--- src/rtl/vc_input_unit.sv ---
// Multi-VC router input unit: per-VC FIFO with IDLE/VA/SA packet FSM, VA/SA
// request generation, on/off flow control and sticky protocol-error flags.
package noc_params;
  localparam int VC_SIZE = 1;

  typedef enum logic [2:0] {LOCAL, NORTH, SOUTH, WEST, EAST} port_t;
  typedef enum logic [1:0] {HEAD, BODY, TAIL, HEADTAIL} flit_label_t;

  typedef struct packed {
    flit_label_t          flit_label;
    logic [VC_SIZE-1:0]   vc_id;
    logic [15:0]          data;
  } flit_t;
endpackage

// state | meaning
// IDLE  | no packet owns the VC; waits for HEAD/HEADTAIL
// VA    | head buffered, requesting a downstream VC
// SA    | downstream VC held, requesting the switch while non-empty
module vc_input_unit
  import noc_params::*;
#(
  parameter int VC_NUM      = 2**VC_SIZE,
  parameter int BUFFER_SIZE = 8,
  parameter int OFF_MARGIN  = 5
) (
  input  logic                             clk,
  input  logic                             rst,
  input  flit_t                            data_i,
  input  logic                             valid_i,
  input  port_t                            out_port_i,
  input  logic [VC_NUM-1:0]                vc_valid_i,
  input  logic [VC_NUM-1:0][VC_SIZE-1:0]   vc_new_i,
  input  logic [VC_NUM-1:0]                read_i,
  output flit_t                            data_o,
  output logic [VC_NUM-1:0]                is_full_o,
  output logic [VC_NUM-1:0]                is_empty_o,
  output logic [VC_NUM-1:0]                on_off_o,
  output port_t [VC_NUM-1:0]               out_port_o,
  output logic [VC_NUM-1:0]                vc_request_o,
  output logic [VC_NUM-1:0]                switch_request_o,
  output logic [VC_NUM-1:0]                vc_allocatable_o,
  output logic [VC_NUM-1:0][VC_SIZE-1:0]   downstream_vc_o,
  output logic [VC_NUM-1:0]                error_o
);

  localparam int PTR_W = $clog2(BUFFER_SIZE);
  localparam int CNT_W = PTR_W + 1;
  localparam logic [CNT_W-1:0] FULL_CNT = CNT_W'(BUFFER_SIZE);
  localparam logic [CNT_W-1:0] ON_LIMIT = CNT_W'(BUFFER_SIZE - OFF_MARGIN);

  typedef enum logic [1:0] {IDLE, VA, SA} state_t;

  flit_t                          head_flit [VC_NUM];
  logic [VC_NUM-1:0][VC_SIZE-1:0] ds_vc;

  for (genvar v = 0; v < VC_NUM; v++) begin : g_vc
    flit_t              mem [BUFFER_SIZE];
    logic [PTR_W-1:0]   rd_ptr, wr_ptr;
    logic [CNT_W-1:0]   count;
    state_t             state, state_nx;
    logic               end_packet, end_packet_nx;
    logic               wr_sel, type_ok, wr_ok, rd_ok, rd_last, full, empty;
    port_t              out_port_q;
    logic [VC_SIZE-1:0] ds_q;
    logic               alloc_q, err_q;

    assign full    = (count == FULL_CNT);
    assign empty   = (count == '0);
    assign wr_sel  = valid_i && (data_i.vc_id == VC_SIZE'(v));
    assign wr_ok   = wr_sel && !full && type_ok;
    assign rd_ok   = read_i[v] && (state == SA) && !empty;
    assign rd_last = rd_ok && ((mem[rd_ptr].flit_label == TAIL) ||
                               (mem[rd_ptr].flit_label == HEADTAIL));

    always_comb begin
      type_ok = 1'b0;
      if (state == IDLE)
        type_ok = (data_i.flit_label == HEAD) || (data_i.flit_label == HEADTAIL);
      else
        type_ok = ((data_i.flit_label == BODY) || (data_i.flit_label == TAIL)) && !end_packet;
    end

    always_comb begin
      state_nx      = state;
      end_packet_nx = end_packet;
      unique case (state)
        IDLE: if (wr_ok) begin
          state_nx      = VA;
          end_packet_nx = (data_i.flit_label == HEADTAIL);
        end
        VA: begin
          if (vc_valid_i[v]) state_nx = SA;
          if (wr_ok && data_i.flit_label == TAIL) end_packet_nx = 1'b1;
        end
        SA: begin
          if (wr_ok && data_i.flit_label == TAIL) end_packet_nx = 1'b1;
          if (rd_last) begin
            state_nx      = IDLE;
            end_packet_nx = 1'b0;
          end
        end
        default: state_nx = IDLE;
      endcase
    end

    always_ff @(posedge clk or posedge rst) begin
      if (rst) begin
        state      <= IDLE;
        end_packet <= 1'b0;
      end else begin
        state      <= state_nx;
        end_packet <= end_packet_nx;
      end
    end

    always_ff @(posedge clk or posedge rst) begin
      if (rst) begin
        rd_ptr     <= '0;
        wr_ptr     <= '0;
        count      <= '0;
        out_port_q <= LOCAL;
        ds_q       <= '0;
        alloc_q    <= 1'b0;
        err_q      <= 1'b0;
      end else begin
        if (wr_ok) wr_ptr <= wr_ptr + PTR_W'(1);
        if (rd_ok) rd_ptr <= rd_ptr + PTR_W'(1);
        case ({wr_ok, rd_ok})
          2'b10:   count <= count + CNT_W'(1);
          2'b01:   count <= count - CNT_W'(1);
          default: count <= count;
        endcase
        if (state == IDLE && wr_ok) out_port_q <= out_port_i;
        if (state == VA && vc_valid_i[v]) ds_q <= vc_new_i[v];
        alloc_q <= rd_last;
        // Illegal writes and reads both latch the error until reset.
        err_q   <= err_q | (wr_sel && !wr_ok) | (read_i[v] && !rd_ok);
      end
    end

    // Storage is not reset: pointers and count define validity.
    always_ff @(posedge clk) begin
      if (wr_ok) mem[wr_ptr] <= data_i;
    end

    assign head_flit[v]        = mem[rd_ptr];
    assign ds_vc[v]            = ds_q;
    assign is_full_o[v]        = full;
    assign is_empty_o[v]       = empty;
    assign on_off_o[v]         = (count < ON_LIMIT);
    assign out_port_o[v]       = out_port_q;
    assign vc_request_o[v]     = (state == VA);
    assign switch_request_o[v] = (state == SA) && !empty;
    assign vc_allocatable_o[v] = alloc_q;
    assign downstream_vc_o[v]  = ds_q;
    assign error_o[v]          = err_q;
  end

  always_comb begin
    data_o = '0;
    for (int v = 0; v < VC_NUM; v++) begin
      if (read_i[v]) begin
        data_o       = head_flit[v];
        data_o.vc_id = ds_vc[v];
      end
    end
  end

  a_read_onehot: assert property (@(posedge clk) disable iff (rst) $onehot0(read_i));

endmodule

--- config.mk ---
export PLATFORM = sky130hd
export DESIGN_NAME = vc_input_unit
export DESIGN_NICKNAME = d
export VERILOG_FILES = /design/src/rtl/vc_input_unit.sv
export SDC_FILE = /design/constraint.sdc
export NUM_CORES = 1
export LEC_CHECK = 0
export BUFFER_PORTS_ARGS = -buffer_cell sky130_fd_sc_hd__buf_2
export CAP_MARGIN = 20
export CORE_MARGIN = 1
export CORE_UTILIZATION = 35
export DETAILED_ROUTE_END_ITERATION = 6
export PLACE_DENSITY = 0.49
export SYNTH_ARGS = -nofsm -noshare
export SYNTH_HDL_FRONTEND = slang
export SYNTH_SLANG_ARGS = --single-unit
--- constraint.sdc ---
create_clock -name clk -period 3.5 [get_ports clk]
set_clock_uncertainty 0.2 [all_clocks]
set_input_delay 0.525 -clock clk [delete_from_list [all_inputs] [get_ports clk]]
set_output_delay 0.525 -clock clk [all_outputs]
set_load 0.005 [all_outputs]
---- After elaboration in Yosys (flattened, before gate mapping) ----
Memory sizes are Yosys's and may differ from the RTL's.
Cells that the tools add are included.
storage, ports and cells
  output and inout port bits .............. 41
  flip-flop bits (word level) ............. 38
  memories kept ........................... 2
  bits of input ports ..................... 31
  bits in writable memories ............... 304
  logic and storage cells ................. 137
memory list
  memory       depth  width  read ports  clocked after Yosys merged registers in  write ports  line  source
  g_vc[0].mem  8      19     1           0                                        1            58    flit_t mem [BUFFER_SIZE];
  g_vc[1].mem  8      19     1           0                                        1            58
cells by class
  equality and inequality tests ........... 23
  $lt $le $gt $ge ......................... 2
  mux-type cells .......................... 26
  bitwise gates (word level) .............. 5
  reduce and logical (&&, ||, !) cells .... 53
  $add $sub $neg .......................... 8
operator list
  kind                                                                           number
  19-bit two-way mux                                                             2
  1-bit logical AND                                                              26
  2-bit == test (second input constant)                                          10
  4-bit case mux with 2 select lines                                             2
  3-bit by 1-bit adder with 3-bit output (second input constant)                 4
  1-bit two-way mux                                                              12
  2-bit two-way mux                                                              6
  2-bit inequality test (second input constant)                                  6
  2-bit case mux with 3 select lines                                             2
  2-bit by 1-bit == test with 1-bit output (second input constant)               5
  1-bit logical NOT                                                              10
  4-bit by 1-bit adder with 4-bit output (second input constant)                 2
  4-bit == test (second input constant)                                          2
  4-bit logical NOT                                                              2
  4-bit by 2-bit less-than comparator with 1-bit output (second input constant)  2
  4-bit by 1-bit subtractor with 4-bit output (second input constant)            2
  2-bit logical NOT                                                              3
  1-bit case mux with 3 select lines                                             2
  3-bit AND reduction                                                            2
  3-bit nonzero test                                                             2
  1-bit logical OR                                                               4
  1-bit OR                                                                       4
  2-bit AND reduction                                                            2
  2-bit nonzero test                                                             2
  1-bit inverter                                                                 1

---- Logic depth before layout (Yosys ltp) ----
  depth after elaboration ................. 9
  gate-level depth with buffers ........... 13
  mapped depth without buffers ............ 13

---- Least setup slack after synthesis ----
Ideal clock, no wire load.
  path type ............................... input port to flip-flop
  start point ............................. in data_i[17] (netlist name)
  end point ............................... mem g_vc[1].mem[0][0] (netlist name), enable pin
  data arrival time ....................... 3129 ps
  data required time ...................... 2884 ps
  slack ................................... -245 ps
  buffers on the path ..................... 1
  setup time .............................. 416 ps
  stages on the path ...................... 7
  cell sequence ........................... inv_1 -> ha_1 -> clkbuf_1 -> or3_1 -> a21oi_1 -> nand2b_1 -> nor3_1
on the way
  longest elaborated chain between the ends .. 7
  elaborated cells between the ends (all ways) .. 11
  those cells by class .................... eq/ne: 3; mux: 3; reduce/logical: 5
ends and longest elaborated chain
  element                                                                           line  source
  start: declaration                                                                29    input flit_t data_i,
  2-bit by 1-bit == test with 1-bit output / 2-bit == test (equally long branches)  81    type_ok = ((data_i.flit_label == BODY) || (data_i.flit_label == TAIL)) && !end_packet;
  1-bit logical OR                                                                  81
  1-bit logical AND                                                                 81
  1-bit two-way mux (*)                                                             78    if (state == IDLE)
  1-bit logical AND (*)                                                             71    assign wr_ok = wr_sel && !full && type_ok;
  1-bit two-way mux (*)                                                             144   if (wr_ok) mem[wr_ptr] <= data_i;
  1-bit two-way mux (implied by the code) (*)                                       144
  end: declaration                                                                  58
Mark *: on every way between the ends. The rest lies on a longest branch, timed or not.

==> results.md <==
- Total Nets Final: ~850
- Setup TNS: 0 ns
- Clock Sink Count: approximately 330
- Detail-routed via count per cell: between 4 and 5
- Library cell contributing the largest single delay on the critical path: sky130_fd_sc_hd__dfrtp_1
- First-pass iteration count of the detailed router: 4
- Number of antenna violations at the first check in global routing: 1
- Commonest non-fill, non-tap cell in the layout: sky130_fd_sc_hd__edfxtp_1
- Result of the run: finished clean
- Total of fill cells in the finished design: about 3200
- Count of final hold-check violations: 0
- Leakage power summed over all cells: ~0.0054 uW
- Die boundary width: 196 um
- Yosys synthesis warning count: 0
- Clock-pin slew of the registers on the worst-case setup and hold paths: 0.06 ns
- Dpl cell area: between 10000 and 15000 um2
- Critical path class: flip-flop to output pin
- Setup Slack @ Placement: between 0.05 and 0.06 ns
- Top FF cell, synth: sky130_fd_sc_hd__edfxtp_1
- Period utilization: about 93%
- Cells along the critical path: buf_4 -> mux4_2 -> mux2i_1 -> o22ai_1 -> buf_2
- Post-synthesis cell type count: between 40 and 50
- Die Ht: a little under 200 um
- Bufs on Longest Clock Path: 3
- Unrepaired setup endpoints after global routing: false
- Worst hold path type: primary input to flip-flop
- Remaining Overflow, GRT: 0
- Global placer's final weighted congestion: ~0.82
- Via count of the first global-routing pass: ~7000
- Final min period: 3.25 ns
- Post-DP HPWL: 18.8 mm
- Average size of a mapped cell: roughly 19 um2
- Min-Delay Startpoint: vc_new_i[0]
- Die Outline Area: around 39000 um2
- Fraction of met1 tracks used by global routing: between 20% and 30%
- Hold buffer count at CTS: 1
- Flop2flop setup slack: 0.39 ns
- Biggest fanout along the worst timing path: 15
- Register area share after synthesis: roughly 73%
- Stage delay of the slowest cell on the critical path: about 0.66 ns
- Number of buffers added by the clock tree synthesis step: 36
- Syn Std Cell Area: ~13000 um2
- Routed WL: slightly below 30 mm
- Share of post-route cells with drive strength above 1: approximately 32%
- CP arrival: approximately 2.5 ns
- Clk root buf: sky130_fd_sc_hd__clkbuf_16
- Max_slew headroom: between 40 and 50%
- Total nets after synthesis: around 730
- Count of state elements after synthesis: around 330
- Cells resized by post-CTS repair: 0
- CTS tree: yes
- Number of violations reported at the end of detailed-routing iteration 0: just over 400
- Post-layout worst setup margin: 0.255 ns
- Met2 usage in global routing: ~28%
- Total count of max-transition violations in the final report: 0
- Data required time of the critical path: 2.77 ns
- Power per cell area: ~760 nW/um2
- Min-Delay Endpoint: g_vc[0].ds_q
- Post-route DRC: 0
- FF-to-FF path depth: 12
- Syn-to-layout area delta: 17.5%
- Worst hold path depth: 2
- Number of placement rows: 70
- Post-Place Cells: ~1300
- Post-CTS setup repair buffer count: 0
- Non-filler instance count after layout: about 1300
- Number of enable-type register cells in the synthesized netlist: approximately 290
- CP startpoint kind: flip-flop
- Endpoint of the lowest-slack register-to-register path: g_vc[1].count[2]
- GR peak layer: met2
- Effective utilization at floorplan: 35.8%
- Number of nets with antenna violations after detailed routing: 0
- Port Buf Inserts: between 70 and 80
- Combined global-route utilization of all metal layers: between 10% and 20%
- Share of synthesized flip-flops with an asynchronous set or reset: roughly an eighth
- Insertion delay of the later-clocked pin in the worst-skew pair: 0.51 ns
- Global-route wire length before repair: 44.6 mm
- Core Box Area: between 30000 and 40000 um2
- Total of endpoints with negative setup slack in the final report: 0
- H-Tree Level Count: 2
- Reg-to-reg startpoint: g_vc[1].state[0]
- Buf+Inv Stages, Crit Path: 2
- Wirelength per Cell: about 22 um
- Post-route cell area: 15500 um2
- Routed via count: roughly 6600
- Category of the worst setup path capture point: output pin
- Pin count of the biggest net entering global routing: 41
- Highest ir drop seen on vdd: roughly 0.00032 V
- Maximum achievable frequency: about 310 MHz
- I/O pin total: 72
- Instance count of the mapped netlist: between 600 and 700
- Critical path's top delay family: multiplexers
- Actual slew at the worst max-slew pin: about 0.84 ns
- Most frequent cells in the layout: sky130_fd_sc_hd__edfxtp_1 (288), sky130_fd_sc_hd__buf_2 (71), sky130_fd_sc_hd__mux4_2 (68), sky130_fd_sc_hd__mux2i_1 (43)
- Number of violations of the max-capacitance limit: 0
- Met3 GRT Util: under 10%
## state kept, by name (all words and copies together), names as in the netlist
| name | count |
|---|---|
| g_vc.end_packet | 2 |
| g_vc.out_port_q | 6 |
| g_vc.rd_ptr | 6 |
| g_vc.mem | 288 |
| g_vc.wr_ptr | 6 |
| g_vc.alloc_q | 2 |
| g_vc.count | 8 |
| g_vc.err_q | 2 |
| g_vc.state | 4 |
| g_vc.ds_q | 2 |
## stage by stage
| stage | utilization, % | total power, uW | hold WS, ns |
|---|---|---|---|
| final | 42.1 | 11800 | 0.0397 |
| after global routing | 42.1 | 12400 | 0.0293 |
| after detailed placement | 38.9 | 8270 | 0.272 |
| after global placement | 38.9 | 8180 | 0.279 |
| after floorplan | - | 7190 | 0.249 |
| after CTS | 42.1 | 12000 | 0.0164 |
## synth_stat cells (all sizes together), types with 9 or more instances
cell | count | area share (%)
nand2 | 28 | 0.80
edfxtp | 288 | 65
ha | 20 | 1.9
dfrtp | 38 | 7.2
mux4 | 69 | 12
mux2 | 13 | 1.1
mux2i | 43 | 3.3
nor2 | 21 | 0.60
buf | 24 | 1.2
xor2 | 12 | 0.80
o22ai | 20 | 0.95
clkbuf | 14 | 0.40
nand2b | 9 | 0.43
inv | 18 | 0.51
## report_power, final
| part | internal, uW | total [uW] | switching (uW) | leakage [uW] |
|---|---|---|---|---|
| sequential | 4580 | 4870 | 294 | 0.00305 |
| clock | 2240 | 3700 | 1460 | 0.000564 |
| combinational | 1580 | 3260 | 1680 | 0.00174 |
## layer usage
layer	up-vias	routed length (um)
li1	2947	-
met1	3461	12400
met2	114	15200
met3	48	1000
met4	0	603
met5	-	0
## worst max path at each step
| stage | start | end | slack [ns] | cells after the start |
|---|---|---|---|---|
| final | g_vc[0].rd_ptr[1] | data_o[3] | 0.25 | 5 |
| after global routing | g_vc[1].rd_ptr[0] | data_o[13] | 0.14 | 5 |
| after CTS | g_vc[1].rd_ptr[0] | data_o[13] | 0.23 | 5 |
| after detailed placement | data_i[17] | g_vc[1].count[2] | 0.05 | 13 |
| after global placement | data_i[17] | g_vc[1].count[2] | 0.20 | 13 |
| after floorplan | data_i[17] | g_vc[1].mem[6][0] | 0.23 | 7 |
## kinds of logic after synthesis
group | count (synthesis) | synth area share (%)
compound gates | 49 | 2.44
simple gates | 88 | 3.45
fa+ha+maj | 20 | 1.89
mux | 125 | 16.2
xor+xnor | 19 | 1.26
flops | 326 | 72.7
buf+inv | 56 | 2.08
## layout make-up
cell class	instances	area (um2)	share of cell area, %
sequential	326	9600	61.9
multi-input combinational	301	3380	21.8
clock buffer	47	963	6.21
timing repair buffer	111	683	4.40
tap	504	631	4.06
clock inverter	18	189	1.22
inverter	18	67.6	0.435
antenna	1	2.50	0.0161
(Power assumes the default switching activity.)
